--- config.mk ---
export PLATFORM = sky130hd
export DESIGN_NAME = bt_uart_flat
export DESIGN_NICKNAME = d
export VERILOG_FILES = /design/src/rtl/bt_uart_if.sv /design/src/rtl/bt_uart.sv /design/src/flat_wrapper.sv
export SDC_FILE = /design/constraint.sdc
export NUM_CORES = 1
export LEC_CHECK = 0
export CORE_MARGIN = 4
export CORE_UTILIZATION = 25
export CTS_CLUSTER_DIAMETER = 60
export DETAILED_ROUTE_END_ITERATION = 8
export GPL_TIMING_DRIVEN = 0
export PLACE_DENSITY = 0.37
export SLEW_MARGIN = 20
export SYNTH_ARGS = -nofsm -noshare
export SYNTH_HDL_FRONTEND = slang
export SYNTH_SLANG_ARGS = --single-unit
--- constraint.sdc ---
create_clock -name clk -period 1.9 [get_ports clk]
set_input_delay 0.285 -clock clk [delete_from_list [all_inputs] [get_ports clk]]
set_output_delay 0.285 -clock clk [all_outputs]
set_load 0.03 [all_outputs]
--- src/rtl/bt_uart_if.sv ---
`default_nettype none
// ============================================================================
// Module      : bt_uart_if
// Description : Byte-level handshake between the RN41 UART transceiver and
//               the wireless protocol block.
//               master : protocol block (issues transmit/tx_byte, consumes RX)
//               slave  : bt_uart (serialiser / deserialiser)
//   transmit         master->slave  1-cycle request to send tx_byte
//   tx_byte[7:0]     master->slave  byte to send, valid while transmit is high
//   received         slave->master  1-cycle pulse, rx_byte holds a new byte
//   rx_byte[7:0]     slave->master  last good received byte
//   is_receiving     slave->master  RX frame in progress
//   is_transmitting  slave->master  TX frame in progress
//   recv_error       slave->master  1-cycle pulse, framing error
// Revision    : 1.0  initial release
// ============================================================================
interface bt_uart_if;
    logic       transmit;
    logic [7:0] tx_byte;
    logic       received;
    logic [7:0] rx_byte;
    logic       is_receiving;
    logic       is_transmitting;
    logic       recv_error;

    modport master (
        output transmit, tx_byte,
        input  received, rx_byte, is_receiving, is_transmitting, recv_error
    );

    modport slave (
        input  transmit, tx_byte,
        output received, rx_byte, is_receiving, is_transmitting, recv_error
    );
endinterface
`default_nettype wire

--- src/rtl/bt_uart.sv ---
`default_nettype none
// ============================================================================
// Module      : bt_uart
// Description : 8N1 UART transceiver for the RN41 Bluetooth module.
//               RX is oversampled at 16x baud and each bit is sampled at
//               mid-bit; TX shifts out start, 8 data bits LSB first, stop.
// Ports       : clk   in   master clock, rising edge
//               rst   in   synchronous reset, active-high
//               rx    in   serial in from RN41 TX pin (async, idle high)
//               tx    out  serial out to RN41 RX pin (idle high)
//               bus   slave modport of bt_uart_if (byte handshake/status)
// Parameters  : CLK_HZ  master clock frequency, Hz
//               BAUD    line rate, bits/s
// Revision    : 1.0  initial release
// ============================================================================
module bt_uart #(
    parameter int unsigned CLK_HZ = 50_000_000,
    parameter int unsigned BAUD   = 115_200
) (
    input  logic     clk,
    input  logic     rst,
    input  logic     rx,
    output logic     tx,
    bt_uart_if.slave bus
);

    // Clocks per 16x tick, rounded to nearest, never below 1.
    localparam int unsigned DIV_RAW = (CLK_HZ + 8 * BAUD) / (16 * BAUD);
    localparam int unsigned DIV     = (DIV_RAW < 1) ? 1 : DIV_RAW;
    localparam int unsigned c_DIV_W = (DIV > 1) ? $clog2(DIV) : 1;
    localparam logic [c_DIV_W-1:0] c_DIV_LAST = c_DIV_W'(DIV - 1);
    localparam logic [c_DIV_W-1:0] c_DIV_ONE  = c_DIV_W'(1);

    localparam logic [2:0] c_RX_IDLE  = 3'd0;
    localparam logic [2:0] c_RX_START = 3'd1;
    localparam logic [2:0] c_RX_DATA  = 3'd2;
    localparam logic [2:0] c_RX_STOP  = 3'd3;
    localparam logic [2:0] c_RX_BREAK = 3'd4;

    localparam logic [1:0] c_TX_IDLE  = 2'd0;
    localparam logic [1:0] c_TX_START = 2'd1;
    localparam logic [1:0] c_TX_DATA  = 2'd2;
    localparam logic [1:0] c_TX_STOP  = 2'd3;

    // ------------------------------------------------------------------
    // RX
    // ------------------------------------------------------------------
    logic               r_rx_meta;
    logic               r_rx_s;
    logic [2:0]         r_rx_state;
    logic [2:0]         w_rx_state_next;
    logic [c_DIV_W-1:0] r_rx_div;
    logic [3:0]         r_rx_tick;
    logic [2:0]         r_rx_bitcnt;
    logic [7:0]         r_rx_shift;
    logic [7:0]         r_rx_byte;
    logic               r_received;
    logic               r_recv_error;
    logic               w_rx_tick;
    logic               w_rx_mid;
    logic               w_rx_shift_en;
    logic               w_rx_done;
    logic               w_rx_ferr;
    logic               w_is_receiving;

    // Two-flop synchroniser; the raw pin is never used past this point.
    always_ff @(posedge clk) begin
        if (rst) begin
            r_rx_meta <= 1'b1;
            r_rx_s    <= 1'b1;
        end else begin
            r_rx_meta <= rx;
            r_rx_s    <= r_rx_meta;
        end
    end

    assign w_rx_tick = (r_rx_div == c_DIV_LAST);
    // Tick counter is cleared on the start edge, so the count passing
    // 7->8 lands mid start bit and then mid every following bit.
    assign w_rx_mid  = w_rx_tick && (r_rx_tick == 4'd7);

    always_ff @(posedge clk) begin
        if (rst) begin
            r_rx_state <= c_RX_IDLE;
        end else begin
            r_rx_state <= w_rx_state_next;
        end
    end

    always_comb begin
        w_rx_state_next = r_rx_state;
        case (r_rx_state)
            c_RX_IDLE:  if (!r_rx_s) w_rx_state_next = c_RX_START;
            c_RX_START: if (w_rx_mid) w_rx_state_next = r_rx_s ? c_RX_IDLE : c_RX_DATA;
            c_RX_DATA:  if (w_rx_mid && (r_rx_bitcnt == 3'd7)) w_rx_state_next = c_RX_STOP;
            c_RX_STOP:  if (w_rx_mid) w_rx_state_next = r_rx_s ? c_RX_IDLE : c_RX_BREAK;
            c_RX_BREAK: if (r_rx_s) w_rx_state_next = c_RX_IDLE;
            default:    w_rx_state_next = c_RX_IDLE;
        endcase
    end

    always_comb begin
        w_rx_shift_en  = (r_rx_state == c_RX_DATA) && w_rx_mid;
        w_rx_done      = (r_rx_state == c_RX_STOP) && w_rx_mid && r_rx_s;
        w_rx_ferr      = (r_rx_state == c_RX_STOP) && w_rx_mid && !r_rx_s;
        w_is_receiving = (r_rx_state != c_RX_IDLE);
    end

    always_ff @(posedge clk) begin
        if (rst) begin
            r_rx_div     <= '0;
            r_rx_tick    <= '0;
            r_rx_bitcnt  <= '0;
            r_rx_shift   <= '0;
            r_rx_byte    <= '0;
            r_received   <= 1'b0;
            r_recv_error <= 1'b0;
        end else begin
            r_received   <= w_rx_done;
            r_recv_error <= w_rx_ferr;

            if (r_rx_state == c_RX_IDLE) begin
                r_rx_div  <= '0;
                r_rx_tick <= '0;
            end else if (w_rx_tick) begin
                r_rx_div  <= '0;
                r_rx_tick <= r_rx_tick + 4'd1;
            end else begin
                r_rx_div  <= r_rx_div + c_DIV_ONE;
            end

            if (r_rx_state == c_RX_IDLE) begin
                r_rx_bitcnt <= '0;
            end else if (w_rx_shift_en) begin
                r_rx_bitcnt <= r_rx_bitcnt + 3'd1;
            end

            // LSB arrives first, so shift in from the top.
            if (w_rx_shift_en) begin
                r_rx_shift <= {r_rx_s, r_rx_shift[7:1]};
            end

            if (w_rx_done) begin
                r_rx_byte <= r_rx_shift;
            end
        end
    end

    assign bus.received     = r_received;
    assign bus.recv_error   = r_recv_error;
    assign bus.rx_byte      = r_rx_byte;
    assign bus.is_receiving = w_is_receiving;

    // ------------------------------------------------------------------
    // TX
    // ------------------------------------------------------------------
    logic [1:0]         r_tx_state;
    logic [1:0]         w_tx_state_next;
    logic [c_DIV_W-1:0] r_tx_div;
    logic [3:0]         r_tx_tick;
    logic [2:0]         r_tx_bitcnt;
    logic [7:0]         r_tx_shift;
    logic               r_tx;
    logic               w_tx_tick;
    logic               w_tx_bit_end;
    logic               w_tx_accept;
    logic               w_tx_next;
    logic               w_is_transmitting;

    assign w_tx_tick    = (r_tx_div == c_DIV_LAST);
    assign w_tx_bit_end = w_tx_tick && (r_tx_tick == 4'd15);

    always_ff @(posedge clk) begin
        if (rst) begin
            r_tx_state <= c_TX_IDLE;
        end else begin
            r_tx_state <= w_tx_state_next;
        end
    end

    always_comb begin
        w_tx_state_next = r_tx_state;
        case (r_tx_state)
            c_TX_IDLE:  if (bus.transmit) w_tx_state_next = c_TX_START;
            c_TX_START: if (w_tx_bit_end) w_tx_state_next = c_TX_DATA;
            c_TX_DATA:  if (w_tx_bit_end && (r_tx_bitcnt == 3'd7)) w_tx_state_next = c_TX_STOP;
            c_TX_STOP:  if (w_tx_bit_end) w_tx_state_next = c_TX_IDLE;
            default:    w_tx_state_next = c_TX_IDLE;
        endcase
    end

    // The line value for the next cycle is decided here so that tx is a
    // clean register output and changes exactly on bit boundaries.
    always_comb begin
        w_tx_accept       = (r_tx_state == c_TX_IDLE) && bus.transmit;
        w_is_transmitting = (r_tx_state != c_TX_IDLE);
        w_tx_next         = r_tx;
        case (r_tx_state)
            c_TX_IDLE:  w_tx_next = !bus.transmit;
            c_TX_START: if (w_tx_bit_end) w_tx_next = r_tx_shift[0];
            c_TX_DATA:  if (w_tx_bit_end) w_tx_next = (r_tx_bitcnt == 3'd7) ? 1'b1 : r_tx_shift[1];
            c_TX_STOP:  if (w_tx_bit_end) w_tx_next = 1'b1;
            default:    w_tx_next = 1'b1;
        endcase
    end

    always_ff @(posedge clk) begin
        if (rst) begin
            r_tx        <= 1'b1;
            r_tx_div    <= '0;
            r_tx_tick   <= '0;
            r_tx_bitcnt <= '0;
            r_tx_shift  <= '0;
        end else begin
            r_tx <= w_tx_next;

            if (r_tx_state == c_TX_IDLE) begin
                r_tx_div  <= '0;
                r_tx_tick <= '0;
            end else if (w_tx_tick) begin
                r_tx_div  <= '0;
                r_tx_tick <= r_tx_tick + 4'd1;
            end else begin
                r_tx_div  <= r_tx_div + c_DIV_ONE;
            end

            if (r_tx_state == c_TX_IDLE) begin
                r_tx_bitcnt <= '0;
            end else if ((r_tx_state == c_TX_DATA) && w_tx_bit_end) begin
                r_tx_bitcnt <= r_tx_bitcnt + 3'd1;
            end

            if (w_tx_accept) begin
                r_tx_shift <= bus.tx_byte;
            end else if ((r_tx_state == c_TX_DATA) && w_tx_bit_end) begin
                r_tx_shift <= {1'b0, r_tx_shift[7:1]};
            end
        end
    end

    assign tx                  = r_tx;
    assign bus.is_transmitting = w_is_transmitting;

endmodule
`default_nettype wire

--- src/flat_wrapper.sv ---
// flat-port wrapper written by rule: the top's interface ports become plain ports
module bt_uart_flat 
#(
    parameter int unsigned CLK_HZ = 50_000_000,
    parameter int unsigned BAUD   = 115_200
)
  (clk, rst, rx, tx, bus_transmit, bus_tx_byte, bus_received, bus_rx_byte, bus_is_receiving, bus_is_transmitting, bus_recv_error);
  bt_uart_if bus_i ();
  input  logic clk;
  input  logic rst;
  input  logic rx;
  output logic tx;
  input wire logic [$bits(bus_i.transmit)-1:0] bus_transmit;
  input wire logic [$bits(bus_i.tx_byte)-1:0] bus_tx_byte;
  output wire logic [$bits(bus_i.received)-1:0] bus_received;
  output wire logic [$bits(bus_i.rx_byte)-1:0] bus_rx_byte;
  output wire logic [$bits(bus_i.is_receiving)-1:0] bus_is_receiving;
  output wire logic [$bits(bus_i.is_transmitting)-1:0] bus_is_transmitting;
  output wire logic [$bits(bus_i.recv_error)-1:0] bus_recv_error;
  assign bus_i.transmit = bus_transmit;
  assign bus_i.tx_byte = bus_tx_byte;
  assign bus_received = bus_i.received;
  assign bus_rx_byte = bus_i.rx_byte;
  assign bus_is_receiving = bus_i.is_receiving;
  assign bus_is_transmitting = bus_i.is_transmitting;
  assign bus_recv_error = bus_i.recv_error;
  bt_uart #(.CLK_HZ(CLK_HZ), .BAUD(BAUD)) u_core (.clk(clk), .rst(rst), .rx(rx), .tx(tx), .bus(bus_i));
endmodule
==> results of run 1 <==
[worst max-delay path, delay by kind of cell, from the launching register on]
family	cells	cell delay (ns)
buffers and inverters	1	0.38
flip-flops	1	0.38
AND/OR/NAND/NOR	1	0.43
[metrics by stage]
step	hold WS (ns)	utilization (%)	setup slack [ns]	power [mW]
3_5_place_dp	0.406	29.5	0.0558	1.99
2_1_floorplan	0.389	-	0.338	1.81
3_3_place_gp	0.392	29.5	0.0636	2.00
6_report	0.406	32.0	0.0947	3.31
4_1_cts	0.424	31.9	0.0164	3.38
5_1_grt	0.449	32.0	0.00805	3.50
[sequential cells by signal, summed over array words and instances, names as in the netlist, 4 cells and up]
register	count
u_core.r_tx_shift	8
u_core.r_rx_div	5
u_core.r_tx_tick	4
u_core.r_rx_shift	8
u_core.r_tx_div	5
u_core.r_rx_tick	4
u_core.bus.rx_byte	8
[Yosys cell counts, types with 4 or more instances]
cell | n | area share [%]
clkbuf_1 | 6 | 0.91
mux2i_1 | 28 | 11
ha_1 | 15 | 7.6
xor2_1 | 8 | 2.8
a211oi_1 | 8 | 2.4
nand3_1 | 8 | 1.6
xnor2_1 | 5 | 1.8
nand2_1 | 8 | 1.2
nor2_1 | 50 | 7.6
a21oi_1 | 7 | 1.4
nor3_1 | 4 | 0.81
inv_1 | 7 | 1.1
dfxtp_1 | 58 | 47
[power groups by stage]
| stage | logic (mW) | registers (mW) | clock network, mW |
|---|---|---|---|
| finish | 0.568 | 1.37 | 1.38 |
| CTS | 0.589 | 1.37 | 1.43 |
| global route | 0.652 | 1.38 | 1.47 |
| floorplan | 0.418 | 1.40 | 0 |
| global placement | 0.607 | 1.39 | 0 |
| detailed placement | 0.595 | 1.39 | 0 |
[worst min-delay path by stage]
stage	from	to	depth (start not counted)
final	rst	u_core.r_rx_state[0]	2
after global routing	u_core.r_rx_meta	u_core.r_rx_s	1
after CTS	rst	u_core.r_rx_state[0]	2
after detailed placement	u_core.r_rx_meta	u_core.r_rx_s	1
after global placement	u_core.r_rx_meta	u_core.r_rx_s	1
after floorplan	rx	u_core.r_rx_meta	1
[what timing repair did]
action	in CTS	in global routing
pin swaps	0	1
gates resized for setup	2	2
setup buffers	0	1
endpoints found under the setup margin	2	10
[logic make-up (layout without fill, tap and decap cells)]
family | after synthesis | in the layout | synth area share (%)
compound gates | 26 | 26 | 7.23
xor+xnor | 13 | 13 | 4.60
fa+ha+maj | 15 | 15 | 7.58
buf+inv | 17 | 56 | 3.28
flops | 58 | 58 | 46.9
mux | 28 | 28 | 11.3
simple gates | 93 | 93 | 19.1
[per-layer routing]
| layer | vias to the layer above | track usage [%] |
|---|---|---|
| li1 | 929 | - |
| met1 | 814 | 11.5 |
| met2 | 33 | 14.5 |
| met3 | 7 | 4.02 |
| met4 | 0 | 4.06 |
| met5 | - | 0 |
[area by class of cell]
cell class	count	area share (%)
Clock inverter	5	3.29
Clock buffer	11	4.22
Inverter	7	0.843
Tap cell	133	5.34
Multi-Input combinational cell	175	39.6
Buffer	9	1.65
Timing Repair Buffer	24	7.83
Sequential cell	58	37.3
==> run summary, run 1 <==
H-tree Lvls: 3
Peak Freq: 554 MHz
initial antenna violation count: 0
part of the power in the clock network: 41.6%
CTS Buf Count: 9
gp weighted congestion: 0.673
Area after DPL: 2870 um2
Hold Crit Class: input pin to flip-flop
Startpoint Class: flip-flop
DR iter-0 viols: 74
largest net degree at the start of global routing: 11
via/cell ratio: 4.23
leading cell types in the layout, fill and taps excluded: dfxtp_1 (58), nor2_1 (50), mux2i_1 (28)
Ports: 25
Post-synth ARST share: 0%
DIE AREA: 11,600 um2
worst r2r dst: u_core.r_tx_div[4]
post-route setup TNS: 0 ns
GR Overflow Total: 0
PwrDens: 1060 nW/um2
EDFF count, synth: 0
Final Max Tran Viols: 0
residual DRC count: 0
vias in the first global route: 1,792
Met3 Wirelength: 248 um
CORE AREA: 9730 um2
final worst path period need: 1.81 ns
Pre-antenna DRT Iters: 4
hpwl dp: 3430 um
Root Driver: clkbuf_8
sequential share of the synthesized area: 46.9%
VDD IR max: 0.000334 V
#FFs+latches synth: 58
post-route clock period utilization: 95.0%
slowest cell on the critical path: or3_1
Avg Cell Area, Syn: 9.90 um2
max-cap viol count: 0
PortBufs: 23
r2r worst-path depth: 6
Post-Syn Instances: 250
Final Hold Viols: 0
RSZ-0062 raised after global routing: no
post-route ant nets: 0
register area: 1160 um2
die width: 108 um
Synth Warn #: 0
Clk pin slew, worst setup/hold paths: 0.07 ns
CTS tree: built
worst slew pin tran: 0.532 ns
final layout net count: 311
endpoint type of the worst setup path: output port
Lkg Pwr: 1.23 nW
met1 wire length: 2420 um
Clock Tree Buf Depth: 2
flop-to-flop setup slack: 0.19 ns
Slew Limit Headroom: 64.5%
Cell Area, Synth: 2480 um2
ys flop type: dfxtp_1
Netlist cell types: 39
Total Routing Usage GR: 9.44%
worst setup path start: u_core.r_rx_state[2]
cts hold-fix bufs: 0
syn_nets: 277
Post-Place Cells: 406
Comb power frac: 17.1%
final wirelength: 4970 um
Int Pwr: 2.41 mW
Finished Layout Cells: 422
Psw: 0.906 mW
average wire per standard cell: 11.8 um
vias after detailed routing: 1,783
reg-to-reg startpoint: u_core.r_tx_state[0]
Antenna diodes: 0
Starting Density: 25.5%
skew final: 0.00813 ns
footprint of the multi-input gates: 1230 um2
crit-path max FO: 8
row cnt: 36
fill cell count: 1,026
Die Y: 108 um
DR top layer: met4
first-pass GRT wire length: 8450 um
CP Data Arrival Time: 1.52 ns
met2 WL: 2210 um
crit path to: bus_is_receiving
share of cells above drive strength 1: 9.69%
worst endpoint required time: 1.62 ns
clk sinks: 58
sw frac: 27.4%
most common cell after layout, fill and taps aside: dfxtp_1
status: finished clean
CP max stage delay: 0.43 ns
Area growth syn-to-layout: 25.9%
critical setup path kind: flip-flop to output port
worst-skew pair later-pin latency: 0.34 ns
fin area: 3120 um2
worst path cell trace: or3_1 -> dlygate4sd2_1
sequential power share: 41.2%
setup violators final: 0
No activity file was read; power rests on OpenSTA's default activity.
==> run 2: changes to the inputs <==
--- a/config.mk
+++ b/config.mk
@@ -11,6 +11,7 @@
 export DETAILED_ROUTE_END_ITERATION = 8
 export GPL_TIMING_DRIVEN = 0
 export PLACE_DENSITY = 0.37
+export SETUP_SLACK_MARGIN = 0.05
 export SLEW_MARGIN = 20
 export SYNTH_ARGS = -nofsm -noshare
 export SYNTH_HDL_FRONTEND = slang
==> run 2 against run 1 <==
Highest routed layer unchanged. Combinational power rose by 2%. Register-to-register slack is essentially flat. Sequential cell count is the same. Die area did not move. Hold slack worse by 0.026 ns. Via count up 0.11%. Largest cell class unchanged. Routed wire length shrank 0.26%. Non-clock buffer count increased by 1. Clock skew is 0.00072 ns higher. Largest power group unchanged. Setup slack improved by 0.10 ns. Critical endpoint is now u_core.r_rx_shift[6].
==> run summary, run 2 (synthesis gave the netlist of run 1 again) <==
status: finished clean
Clk pin slew, worst setup/hold paths: 0.07 ns (about the same)
vias in the first global route: 1,792 (unchanged)
CORE AREA: 9730 um2 (unchanged)
CTS Buf Count: 9 (unchanged)
worst-skew pair later-pin latency: 0.34 ns (about the same)
Final Max Tran Viols: 0 (unchanged)
worst endpoint required time: 2.11 ns (+0.49 ns)
VDD IR max: 0.000335 V (+0.49%)
Antenna diodes: 0 (unchanged)
PwrDens: 1060 nW/um2 (+0.18%)
Pre-antenna DRT Iters: 4 (unchanged)
worst slew pin tran: 0.532 ns (-0.000150 ns)
hpwl dp: 3430 um (unchanged)
Hold Path Depth: 2 (unchanged)
Die Y: 108 um (unchanged)
setup violators final: 0 (unchanged)
RSZ-0062 raised after global routing: yes
worst path cell trace: inv_1 -> ha_1 -> nand4b_4 -> nor3_2 -> buf_6 -> mux2i_1 -> nor2_1
Peak Freq: 587 MHz (+5.9%)
via/cell ratio: 4.22 (-0.12%)
leading cell types in the layout, fill and taps excluded: dfxtp_1 (58), nor2_1 (50), mux2i_1 (28)
Comb power frac: 17.4% (+0.3 points)
Ports: 25 (unchanged)
CP max stage delay: 0.34 ns (-0.09 ns)
Starting Density: 25.5% (unchanged)
endpoint type of the worst setup path: flip-flop
Root Driver: clkbuf_8
final worst path period need: 1.70 ns (-0.101 ns)
fill cell count: 1,024 (-0.19%)
largest net degree at the start of global routing: 11 (unchanged)
final layout net count: 312 (+0.32%)
share of cells above drive strength 1: 10.7% (+1.0 points)
CP Data Arrival Time: 1.92 ns (+0.40 ns)
residual DRC count: 0 (unchanged)
flop-to-flop setup slack: 0.20 ns (about the same)
Hold Path Sink: u_core.r_rx_state[0]
crit-path max FO: 10 (+2)
Startpoint Class: flip-flop
r2r worst-path depth: 7 (+1)
H-tree Lvls: 3 (unchanged)
critical setup path kind: flip-flop to flip-flop
fin area: 3120 um2 (+0.16%)
DR iter-0 viols: 58 (-22%)
Clock Tree Buf Depth: 2 (unchanged)
Slew Limit Headroom: 64.5% (about the same)
skew final: 0.00884 ns (+0.000718 ns)
post-route ant nets: 0 (unchanged)
hold_sp: rst
final wirelength: 4950 um (-0.26%)
Hold Crit Class: input pin to flip-flop
die width: 108 um (unchanged)
Area growth syn-to-layout: 26.1%
CTS tree: built
average wire per standard cell: 11.7 um (-0.50%)
Psw: 0.910 mW (+0.50%)
worst r2r dst: u_core.r_rx_shift[6]
max-cap viol count: 0 (unchanged)
PortBufs: 23 (unchanged)
sequential power share: 41.1% (about the same)
reg-to-reg startpoint: u_core.r_rx_div[0]
DIE AREA: 11,600 um2 (unchanged)
sw frac: 27.4% (+0.043 points)
row cnt: 36 (unchanged)
Post-Place Cells: 406 (unchanged)
slowest cell on the critical path: dfxtp_1
GR Overflow Total: 0 (unchanged)
footprint of the multi-input gates: 1240 um2 (+0.30%)
Util after Layout: 32.1% (+0.051 points)
Final Hold Viols: 0 (unchanged)
Total Routing Usage GR: 9.44% (unchanged)
most common cell after layout, fill and taps aside: dfxtp_1
Area after DPL: 2870 um2 (unchanged)
Lkg Pwr: 1.23 nW (+0.11%)
gp weighted congestion: 0.673 (unchanged)
register area: 1160 um2 (unchanged)
clk sinks: 58 (unchanged)
initial antenna violation count: 0 (unchanged)
vias after detailed routing: 1,785 (+0.11%)
Finished Layout Cells: 423 (+0.24%)
Int Pwr: 2.41 mW (+0.28%)
first-pass GRT wire length: 8450 um (unchanged)
post-route setup TNS: 0 ns (unchanged)
post-route clock period utilization: 89.7% (-5.3 points)
part of the power in the clock network: 41.5% (about the same)
-- run 2: cell types whose count changed in the layout (fill, tap and decap cells not counted), sizes merged --
cell and change:
clkbuf +2, dlygate4sd2 -1
-- run 2: critical path: cells and delay by family (launching register included) --
kind                     cells  cell delay (ns)
multiplexers                 1             0.19
AND/OR/NAND/NOR              3             0.56
flip-flops                   1             0.34
adder cells (fa/ha/maj)      1             0.21
buffers and inverters        2             0.27
-- run 2: routing by layer --
metal | wire (um) | track usage (%)
met5 | 0 | 0
met4 | 91 | 4.06
met3 | 227 | 4.02
met2 | 2210 | 14.5
met1 | 2430 | 11.5
-- run 2: power groups by stage --
| stage | logic (mW) | registers (mW) | clock network, mW |
|---|---|---|---|
| 2_1_floorplan | 0.418 | 1.40 | 0 |
| 3_3_place_gp | 0.607 | 1.39 | 0 |
| 3_5_place_dp | 0.595 | 1.39 | 0 |
| 4_1_cts | 0.589 | 1.37 | 1.43 |
| 5_1_grt | 0.660 | 1.38 | 1.47 |
| 6_report | 0.578 | 1.37 | 1.38 |
-- run 2: what timing repair did --
item	in CTS	in global routing
pin swaps	1	1
gates resized for setup	2	8
setup buffers	0	1
cloned	0	0
setup endpoints to repair	4	19
hold buffers	0	0
-- run 2: layout make-up --
type | count | share of cell area [%]
multi-input cells | 175 | 39.6
well taps | 133 | 5.33
clock buffers | 11 | 4.21
plain buffers | 10 | 1.80
repair buffers | 24 | 7.70
inverters | 7 | 0.842
clock inverters | 5 | 3.29
flip-flops and latches | 58 | 37.2
-- run 2: through the flow --
step	setup WS, ns	power, mW	hold slack (ns)
after floorplan	0.338	1.81	0.389
after global placement	0.0636	2.00	0.392
after detailed placement	0.0558	1.99	0.406
after CTS	0.0164	3.38	0.424
after global routing	0.0468	3.51	0.436
final	0.196	3.32	0.380
-- run 2: how the worst max path moves through the flow --
stage                               from               endpoint  depth (start not counted)  slack (ns)
global placement            bus_transmit   u_core.r_tx_shift[6]                          5        0.06
floorplan             u_core.r_rx_div[0]  u_core.bus.rx_byte[0]                          6        0.34
finish                u_core.r_rx_div[0]   u_core.r_rx_shift[6]                          7        0.20
CTS                 u_core.r_tx_state[0]    bus_is_transmitting                          4        0.02
global route          u_core.r_rx_div[0]   u_core.r_rx_shift[2]                          7        0.05
detailed placement    u_core.r_rx_div[0]  u_core.bus.rx_byte[0]                          6        0.06
